`config.mk`:
```
export PLATFORM = sky130hd
export DESIGN_NAME = sd_read_arbiter_flat
export DESIGN_NICKNAME = d
export VERILOG_FILES = /design/src/rtl/sd_pkg.sv /design/src/rtl/sd_read_arbiter_if.sv /design/src/rtl/sd_read_arbiter_rr_pick.sv /design/src/rtl/sd_read_arbiter.sv /design/src/flat_wrapper.sv
export SDC_FILE = /design/constraint.sdc
export NUM_CORES = 1
export LEC_CHECK = 0
export ABC_AREA = 1
export BUFFER_PORTS_ARGS = -buffer_cell sky130_fd_sc_hd__buf_2
export CAP_MARGIN = 5
export CELL_PAD_IN_SITES_DETAIL_PLACEMENT = 1
export CELL_PAD_IN_SITES_GLOBAL_PLACEMENT = 2
export CORE_UTILIZATION = 24
export CTS_CLUSTER_DIAMETER = 60
export DETAILED_ROUTE_END_ITERATION = 6
export GPL_TIMING_DRIVEN = 0
export PLACE_DENSITY_LB_ADDON = 0.08
export REMOVE_ABC_BUFFERS = 1
export SYNTH_ARGS = -nofsm -noshare
export SYNTH_HDL_FRONTEND = slang
export SYNTH_SLANG_ARGS = --single-unit
```
`constraint.sdc`:
```
create_clock -name clock -period 1.38 [get_ports clock]
set_input_delay 0.138 -clock clock [delete_from_list [all_inputs] [get_ports clock]]
set_output_delay 0.138 -clock clock [all_outputs]
set_load 0.05 [all_outputs]
```
`src/rtl/sd_pkg.sv`:
```
// rtl/sd_pkg.sv - shared SD reader/arbiter types and command constants
package sd_pkg;

   typedef enum logic [2:0] {
      ST_IDLE   = 3'd0,
      ST_ISSUE  = 3'd1,
      ST_WAIT   = 3'd2,
      ST_STREAM = 3'd3,
      ST_FINISH = 3'd4,
      ST_ABORT  = 3'd5
   } arb_state_t;

   localparam int SD_BLOCK_BYTES = 512;

   localparam logic [7:0] SD_CMD0       = 8'h40;
   localparam logic [7:0] SD_CMD1       = 8'h41;
   localparam logic [7:0] SD_CMD17      = 8'h51;
   localparam logic [7:0] SD_CRC0       = 8'h95;
   localparam logic [7:0] SD_DATA_TOKEN = 8'hFE;

endpackage

```
`src/rtl/sd_read_arbiter_if.sv`:
```
// rtl/sd_read_arbiter_if.sv - requester and block-reader signals of the read arbiter
interface sd_read_arbiter_if #(
   parameter int NREQ = 2
);
   logic [NREQ-1:0]      req;
   logic [32*NREQ-1:0]   req_sector;
   logic [NREQ-1:0]      gnt;
   logic [7:0]           rd_byte;
   logic [NREQ-1:0]      rd_valid;
   logic [NREQ-1:0]      rd_done;
   logic [NREQ-1:0]      rd_err;
   logic                 sd_idle;
   logic                 sd_begin;
   logic [31:0]          sd_addr;
   logic                 sd_active;
   logic                 sd_byte_valid;
   logic [7:0]           sd_byte;

   // arbiter side
   modport slave (
      input  req, req_sector, sd_idle, sd_active, sd_byte_valid, sd_byte,
      output gnt, rd_byte, rd_valid, rd_done, rd_err, sd_begin, sd_addr
   );

   // requesters plus block reader side
   modport master (
      output req, req_sector, sd_idle, sd_active, sd_byte_valid, sd_byte,
      input  gnt, rd_byte, rd_valid, rd_done, rd_err, sd_begin, sd_addr
   );
endinterface

```
`src/rtl/sd_read_arbiter_rr_pick.sv`:
```
// rtl/sd_read_arbiter_rr_pick.sv - combinational round-robin requester selector
module rr_pick #(
   parameter int NREQ  = 2,
   parameter int PTR_W = 1
) (
   input  logic [NREQ-1:0]  req,
   input  logic [PTR_W-1:0] ptr,
   output logic [NREQ-1:0]  sel,
   output logic             valid
);

   // scan offsets from the far end down so the nearest set bit at or after ptr wins
   always_comb begin
      sel = '0;
      for (int k = NREQ - 1; k >= 0; k--) begin
         for (int j = 0; j < NREQ; j++) begin
            if (req[j] && (((int'(ptr) + k) % NREQ) == j)) begin
               sel    = '0;
               sel[j] = 1'b1;
            end
         end
      end
   end

   assign valid = |req;

endmodule

```
`src/rtl/sd_read_arbiter.sv`:
```
// rtl/sd_read_arbiter.sv - round-robin sharing of one SD block reader between requesters
module sd_read_arbiter
   import sd_pkg::*;
#(
   parameter int NREQ           = 2,
   parameter int ADDR_SHIFT     = 9,
   parameter int BLOCK_BYTES    = SD_BLOCK_BYTES,
   parameter int TIMEOUT_CYCLES = 1048576
) (
   input logic              clock,
   input logic              reset,
   sd_read_arbiter_if.slave bus
);

   localparam int PTR_W = (NREQ > 1) ? $clog2(NREQ) : 1;
   localparam int CNT_W = $clog2(BLOCK_BYTES) + 1;
   localparam int TMR_W = $clog2(TIMEOUT_CYCLES + 1);

   arb_state_t        state;
   arb_state_t        state_next;
   logic [NREQ-1:0]   pick_sel;
   logic              pick_valid;
   logic [31:0]       pick_sector;
   logic [NREQ-1:0]   gnt_q;
   logic [PTR_W-1:0]  ptr_q;
   logic [PTR_W-1:0]  gnt_idx;
   logic [PTR_W-1:0]  ptr_after;
   logic [31:0]       addr_q;
   logic [CNT_W-1:0]  cnt_q;
   logic [TMR_W-1:0]  tmr_q;
   logic [7:0]        rd_byte_q;
   logic [NREQ-1:0]   rd_valid_q;
   logic [NREQ-1:0]   rd_done_q;
   logic [NREQ-1:0]   rd_err_q;
   logic              grant_load;
   logic              byte_take;
   logic              byte_last;
   logic              timed_out;
   logic              begin_c;

   rr_pick #(
      .NREQ  (NREQ),
      .PTR_W (PTR_W)
   ) u_pick (
      .req   (bus.req),
      .ptr   (ptr_q),
      .sel   (pick_sel),
      .valid (pick_valid)
   );

   // sector lane of the requester the picker would grant
   always_comb begin
      pick_sector = '0;
      for (int j = 0; j < NREQ; j++) begin
         if (pick_sel[j]) pick_sector = bus.req_sector[32*j +: 32];
      end
   end

   // next pointer sits just past the requester currently holding the grant
   always_comb begin
      gnt_idx = '0;
      for (int j = 0; j < NREQ; j++) begin
         if (gnt_q[j]) gnt_idx = PTR_W'(j);
      end
      ptr_after = (gnt_idx == PTR_W'(NREQ - 1)) ? '0 : gnt_idx + PTR_W'(1);
   end

   // state register
   always_ff @(posedge clock) begin
      if (reset) state <= ST_IDLE;
      else       state <= state_next;
   end

   // next state and per-cycle controls; completion beats a same-cycle drop of sd_active
   always_comb begin
      state_next = state;
      grant_load = 1'b0;
      byte_take  = 1'b0;
      begin_c    = 1'b0;
      byte_last  = (cnt_q == CNT_W'(BLOCK_BYTES - 1));
      timed_out  = (tmr_q == TMR_W'(TIMEOUT_CYCLES - 1));
      case (state)
         ST_IDLE: begin
            if (bus.sd_idle && pick_valid) begin
               grant_load = 1'b1;
               state_next = ST_ISSUE;
            end
         end
         ST_ISSUE: begin
            begin_c    = 1'b1;
            state_next = ST_WAIT;
         end
         ST_WAIT: begin
            if (bus.sd_active) begin
               byte_take = bus.sd_byte_valid;
               if (bus.sd_byte_valid && byte_last) state_next = ST_FINISH;
               else if (timed_out)                 state_next = ST_ABORT;
               else                                state_next = ST_STREAM;
            end else if (timed_out) begin
               state_next = ST_ABORT;
            end
         end
         ST_STREAM: begin
            byte_take = bus.sd_byte_valid;
            if (bus.sd_byte_valid && byte_last)   state_next = ST_FINISH;
            else if (!bus.sd_active || timed_out) state_next = ST_ABORT;
         end
         ST_FINISH: state_next = ST_IDLE;
         ST_ABORT:  state_next = ST_IDLE;
         default:   state_next = ST_IDLE;
      endcase
   end

   // grant, address, counters and the registered requester-side strobes
   always_ff @(posedge clock) begin
      if (reset) begin
         gnt_q      <= '0;
         ptr_q      <= '0;
         addr_q     <= '0;
         cnt_q      <= '0;
         tmr_q      <= '0;
         rd_byte_q  <= '0;
         rd_valid_q <= '0;
         rd_done_q  <= '0;
         rd_err_q   <= '0;
      end else begin
         rd_valid_q <= '0;
         rd_done_q  <= '0;
         rd_err_q   <= '0;
         if (grant_load) begin
            gnt_q  <= pick_sel;
            addr_q <= pick_sector << ADDR_SHIFT;
            cnt_q  <= '0;
            tmr_q  <= '0;
         end else if (state != ST_IDLE) begin
            tmr_q <= tmr_q + TMR_W'(1);
         end
         if (byte_take) begin
            rd_byte_q  <= bus.sd_byte;
            rd_valid_q <= gnt_q;
            cnt_q      <= cnt_q + CNT_W'(1);
         end
         if (state == ST_FINISH) begin
            rd_done_q <= gnt_q;
            gnt_q     <= '0;
            ptr_q     <= ptr_after;
         end
         if (state == ST_ABORT) begin
            rd_err_q <= gnt_q;
            gnt_q    <= '0;
            ptr_q    <= ptr_after;
         end
      end
   end

   assign bus.gnt      = gnt_q;
   assign bus.sd_addr  = addr_q;
   assign bus.sd_begin = begin_c;
   assign bus.rd_byte  = rd_byte_q;
   assign bus.rd_valid = rd_valid_q;
   assign bus.rd_done  = rd_done_q;
   assign bus.rd_err   = rd_err_q;

endmodule

```
`src/flat_wrapper.sv`:
```
// flat-port wrapper written by rule: the top's interface ports become plain ports
module sd_read_arbiter_flat import sd_pkg::*;
#(
   parameter int NREQ           = 2,
   parameter int ADDR_SHIFT     = 9,
   parameter int BLOCK_BYTES    = SD_BLOCK_BYTES,
   parameter int TIMEOUT_CYCLES = 1048576
)
  (clock, reset, bus_req, bus_req_sector, bus_sd_idle, bus_sd_active, bus_sd_byte_valid, bus_sd_byte, bus_gnt, bus_rd_byte, bus_rd_valid, bus_rd_done, bus_rd_err, bus_sd_begin, bus_sd_addr);
  sd_read_arbiter_if #(.NREQ(NREQ)) bus_i ();
  input logic clock;
  input logic reset;
  input wire logic [$bits(bus_i.req)-1:0] bus_req;
  input wire logic [$bits(bus_i.req_sector)-1:0] bus_req_sector;
  input wire logic [$bits(bus_i.sd_idle)-1:0] bus_sd_idle;
  input wire logic [$bits(bus_i.sd_active)-1:0] bus_sd_active;
  input wire logic [$bits(bus_i.sd_byte_valid)-1:0] bus_sd_byte_valid;
  input wire logic [$bits(bus_i.sd_byte)-1:0] bus_sd_byte;
  output wire logic [$bits(bus_i.gnt)-1:0] bus_gnt;
  output wire logic [$bits(bus_i.rd_byte)-1:0] bus_rd_byte;
  output wire logic [$bits(bus_i.rd_valid)-1:0] bus_rd_valid;
  output wire logic [$bits(bus_i.rd_done)-1:0] bus_rd_done;
  output wire logic [$bits(bus_i.rd_err)-1:0] bus_rd_err;
  output wire logic [$bits(bus_i.sd_begin)-1:0] bus_sd_begin;
  output wire logic [$bits(bus_i.sd_addr)-1:0] bus_sd_addr;
  assign bus_i.req = bus_req;
  assign bus_i.req_sector = bus_req_sector;
  assign bus_i.sd_idle = bus_sd_idle;
  assign bus_i.sd_active = bus_sd_active;
  assign bus_i.sd_byte_valid = bus_sd_byte_valid;
  assign bus_i.sd_byte = bus_sd_byte;
  assign bus_gnt = bus_i.gnt;
  assign bus_rd_byte = bus_i.rd_byte;
  assign bus_rd_valid = bus_i.rd_valid;
  assign bus_rd_done = bus_i.rd_done;
  assign bus_rd_err = bus_i.rd_err;
  assign bus_sd_begin = bus_i.sd_begin;
  assign bus_sd_addr = bus_i.sd_addr;
  sd_read_arbiter #(.NREQ(NREQ), .ADDR_SHIFT(ADDR_SHIFT), .BLOCK_BYTES(BLOCK_BYTES), .TIMEOUT_CYCLES(TIMEOUT_CYCLES)) u_core (.clock(clock), .reset(reset), .bus(bus_i));
endmodule
```
==> impl_metrics.env <==
export IMPL_status="finished with violations"
export IMPL_failed_checks="negative setup slack"
export IMPL_avgSynthCellArea_um2=7.40
export IMPL_fp_coreArea_um2=13900
export IMPL_ys_seq_elements=74
export IMPL_grt_pass1_wl_mm=18.2
export IMPL_fin_ws_ps=-112
export IMPL_path_depth=7
export IMPL_timing_rr_start="u_core.state[1]$_SDFFE_PP0P_"
export IMPL_syn_inst=463
export IMPL_p_per_area_nw_per_um2=1390
export IMPL_nets=690
export IMPL_p_switching_mw=2.68
export IMPL_drive_gt1_share_pct=45.4
export IMPL_synth_cell_types=40
export IMPL_grt_overflow_total=0
export IMPL_ys_warnings_count=0
export IMPL_cts_sinks=74
export IMPL_clk_path_buf_depth=2
export IMPL_first_pass_iters=4
export IMPL_synthArstFlopShare_pct=0
export IMPL_hold_path_class="primary input to register"
export IMPL_via_per_inst=4.46
export IMPL_end_kind="register"
export IMPL_grt_max_degree=35
export IMPL_leakagePower_nw=2.16
export IMPL_slew_viol_final=0
export IMPL_io_buffer_count=100
export IMPL_start_util_pct=24.7
export IMPL_cts_tree="done"
export IMPL_diodes=0
export IMPL_syn_area_um2=3430
export IMPL_die_height_um=122
export IMPL_seq_power_share_pct=33.6
export IMPL_p_int_mw=4.60
export IMPL_root_buffer="clkbuf_16"
export IMPL_cp_cell_sequence="nor2_4 -> nand2_8 -> nor2_8 -> buf_4 -> buf_4 -> o22ai_1 -> nor3b_2"
export IMPL_synthTopCellsByCount="nand2_1 (131), dfxtp_1 (74), nor2_1 (51), inv_1 (32), a31oi_1 (24)"
export IMPL_min_period_ps=1490
export IMPL_power_mw=7.27
export IMPL_synth_area_leaders="dfxtp_1 (43%), nand2_1 (14%), nor2_1 (5.6%)"
export IMPL_dr_total_vias=3538
export IMPL_crit_required_ps=1600
export IMPL_drv_cap=0
export IMPL_swShare_pct=36.8
export IMPL_rsz0062_at_grt="true"
export IMPL_ant_nets=0
export IMPL_crit_path_start="u_core.state[1]$_SDFFE_PP0P_"
export IMPL_skew_ps=9.72
export IMPL_post_route_period_util_pct=108
export IMPL_area_growth_pct=52.8
export IMPL_path_common_cell="buf_4"
export IMPL_cp_start_kind="register"
export IMPL_crit_type="register to register"
export IMPL_die_w_um=122
export IMPL_seq_area_frac_synth_pct=43.2
export IMPL_track_usage_pct=16.3
export IMPL_initialDrtViolationCount=70
export IMPL_dpl_hpwl_mm=7.12
export IMPL_cp_buffers_inverters=2
export IMPL_hold_ws_ps=16.2
export IMPL_clk_latency_ps=350
export IMPL_yosys_area_top_type="dfxtp_1"
export IMPL_grt_pass1_vias=3629
export IMPL_hold_violations=0
export IMPL_numCtsBuffers=9
export IMPL_rows=43
export IMPL_r2r_slack_ps=-110
export IMPL_synth_top_cell_area_share_pct=43.2
export IMPL_h_tree_depth=3
export IMPL_pwr_share_clk_pct=33.2
export IMPL_arrival_ps=1710
export IMPL_crit_end="u_core.cnt_q[7]$_SDFFE_PP0P_"
export IMPL_critPathTopFamily="simple AND/OR/NAND/NOR gates"
export IMPL_r2r_end="u_core.cnt_q[7]$_SDFFE_PP0P_"
export IMPL_place_congestion=0.704
export IMPL_routed_wl_mm=11.4
export IMPL_dieArea_um2=14800
export IMPL_cp_max_fo=6
export IMPL_ioPinCount=128
export IMPL_fmax_mhz=670
export IMPL_vdd_ir_drop_max_v=0.000696
export IMPL_final_setup_tns_ps=-3160
export IMPL_yosysMostFrequentCell="nand2_1"
export IMPL_synth_edff_count=0
export IMPL_slowest_stage="dfxtp_4"
export IMPL_reg2regPathDepth=7
export IMPL_ys_flop_type="dfxtp_1"
export IMPL_drc=0
export IMPL_power_share_combinational_pct=33.2
export IMPL_fill_cells=1704
export IMPL_wl_per_cell_um=14.4
export IMPL_antenna_found_initial=0
export IMPL_clkTransAtPathRegs_ps=70
export IMPL_finalSetupViolCount=48
export IMPL_cp_slowest_stage_delay_ps=360
layout make-up:
type	count	area (µm²)	area share (%)
clock buffer	9	225	4.30
clock inverter	7	77.6	1.48
inverter	38	168	3.20
multi-input combinational	337	2020	38.6
sequential	74	1530	29.2
tap	180	225	4.30
timing repair buffer	146	970	18.5
timing repair inverter	3	25.0	0.478
power by group through the flow:
| stage | clock network, mW | registers [mW] | logic [mW] |
|---|---|---|---|
| global placement | 0 | 2.46 | 1.70 |
| CTS | 2.52 | 2.45 | 2.25 |
| detailed placement | 0 | 2.46 | 1.70 |
| finish | 2.41 | 2.45 | 2.41 |
| global route | 2.60 | 2.47 | 2.63 |
| floorplan | 0 | 2.84 | 0.838 |
cells by family (layout without fill, tap and decap cells):
logic type,after synthesis,after routing,share of synthesized area [%]
AND/OR/NAND/NOR,245,248,33.5
adder cells (fa/ha/maj),2,2,0.730
XOR/XNOR,6,6,1.53
other,1,9,0.109
flip-flops,74,74,43.2
buffers and inverters,63,203,8.94
AO/OA/AOI/OAI,72,72,12.0
flip-flops by register name, indices dropped and copies added, names as in the netlist:
register	count
u_core.bus.rd_done	2
u_core.cnt_q	10
u_core.bus.sd_addr	23
u_core.bus.rd_byte	8
u_core.tmr_q	21
u_core.bus.rd_valid	2
u_core.bus.rd_err	2
u_core.ptr_q	1
u_core.bus.gnt	2
u_core.state	3
worst reg2reg max path: cells and delay by family, from the launching register on:
family	cells	cell delay (ps)
buf+inv	2	320
simple gates	4	620
compound gates	1	60
flops	1	360
what timing repair did:
item / in CTS / in global routing
hold endpoints to repair: 3 / 0
hold buffers: 3 / 0
buffers inserted: 33 / 12
resized for setup: 77 / 61
setup endpoints to repair: 68 / 61
gates cloned: 7 / 0
pin swaps: 27 / 34
per-layer routing:
metal / vias to the layer above / track usage [%] / wire (µm)
met5: - / 0 / 0
met4: 0 / 6.02 / 165
met3: 14 / 4.79 / 496
met2: 65 / 27.8 / 5670
met1: 1666 / 19.3 / 5090
li1: 1793 / - / -
cell usage in the layout, fill, tap and decap left out, drive strengths merged, types with 2 or more instances in the layout:
cell type,n
clkinv,4
xnor2,2
inv,40
a31oi,24
dfxtp,74
clkinvlp,3
xor2,4
dlygate4sd3,3
nor3b,3
o21ai,19
nand3,18
o21a,3
a21oi,23
ha,2
nand2,134
conb,9
clkbuf,10
nor3,12
nor2,67
buf,142
nand4,7
or2,4
worst min path at each step:
stage / from / endpoint / slack (ps) / cells after the start
final: bus_sd_byte[7] / u_core.bus.rd_byte[7]$_SDFFE_PP0P_ / 20 / 3
after detailed placement: bus_sd_byte[2] / u_core.bus.rd_byte[2]$_SDFFE_PP0P_ / 370 / 3
after floorplan: reset / u_core.cnt_q[1]$_SDFFE_PP0P_ / 210 / 1
after CTS: bus_sd_byte[1] / u_core.bus.rd_byte[1]$_SDFFE_PP0P_ / 2 / 3
after global placement: bus_sd_byte[6] / u_core.bus.rd_byte[6]$_SDFFE_PP0P_ / 360 / 3
after global routing: bus_sd_byte[3] / u_core.bus.rd_byte[3]$_SDFFE_PP0P_ / 10 / 3
stage by stage:
stage | utilization [%] | cells | instance area (µm²) | setup WS, ps
after global placement | 29.0 | 726 | 4020 | -596
after floorplan | - | 446 | 3300 | -526
after detailed placement | 29.0 | 726 | 4020 | -629
final | 37.8 | 794 | 5240 | -112
after global routing | 37.8 | 794 | 5240 | -209
after CTS | 35.9 | 785 | 4990 | -128
(Power assumes the default switching activity.)
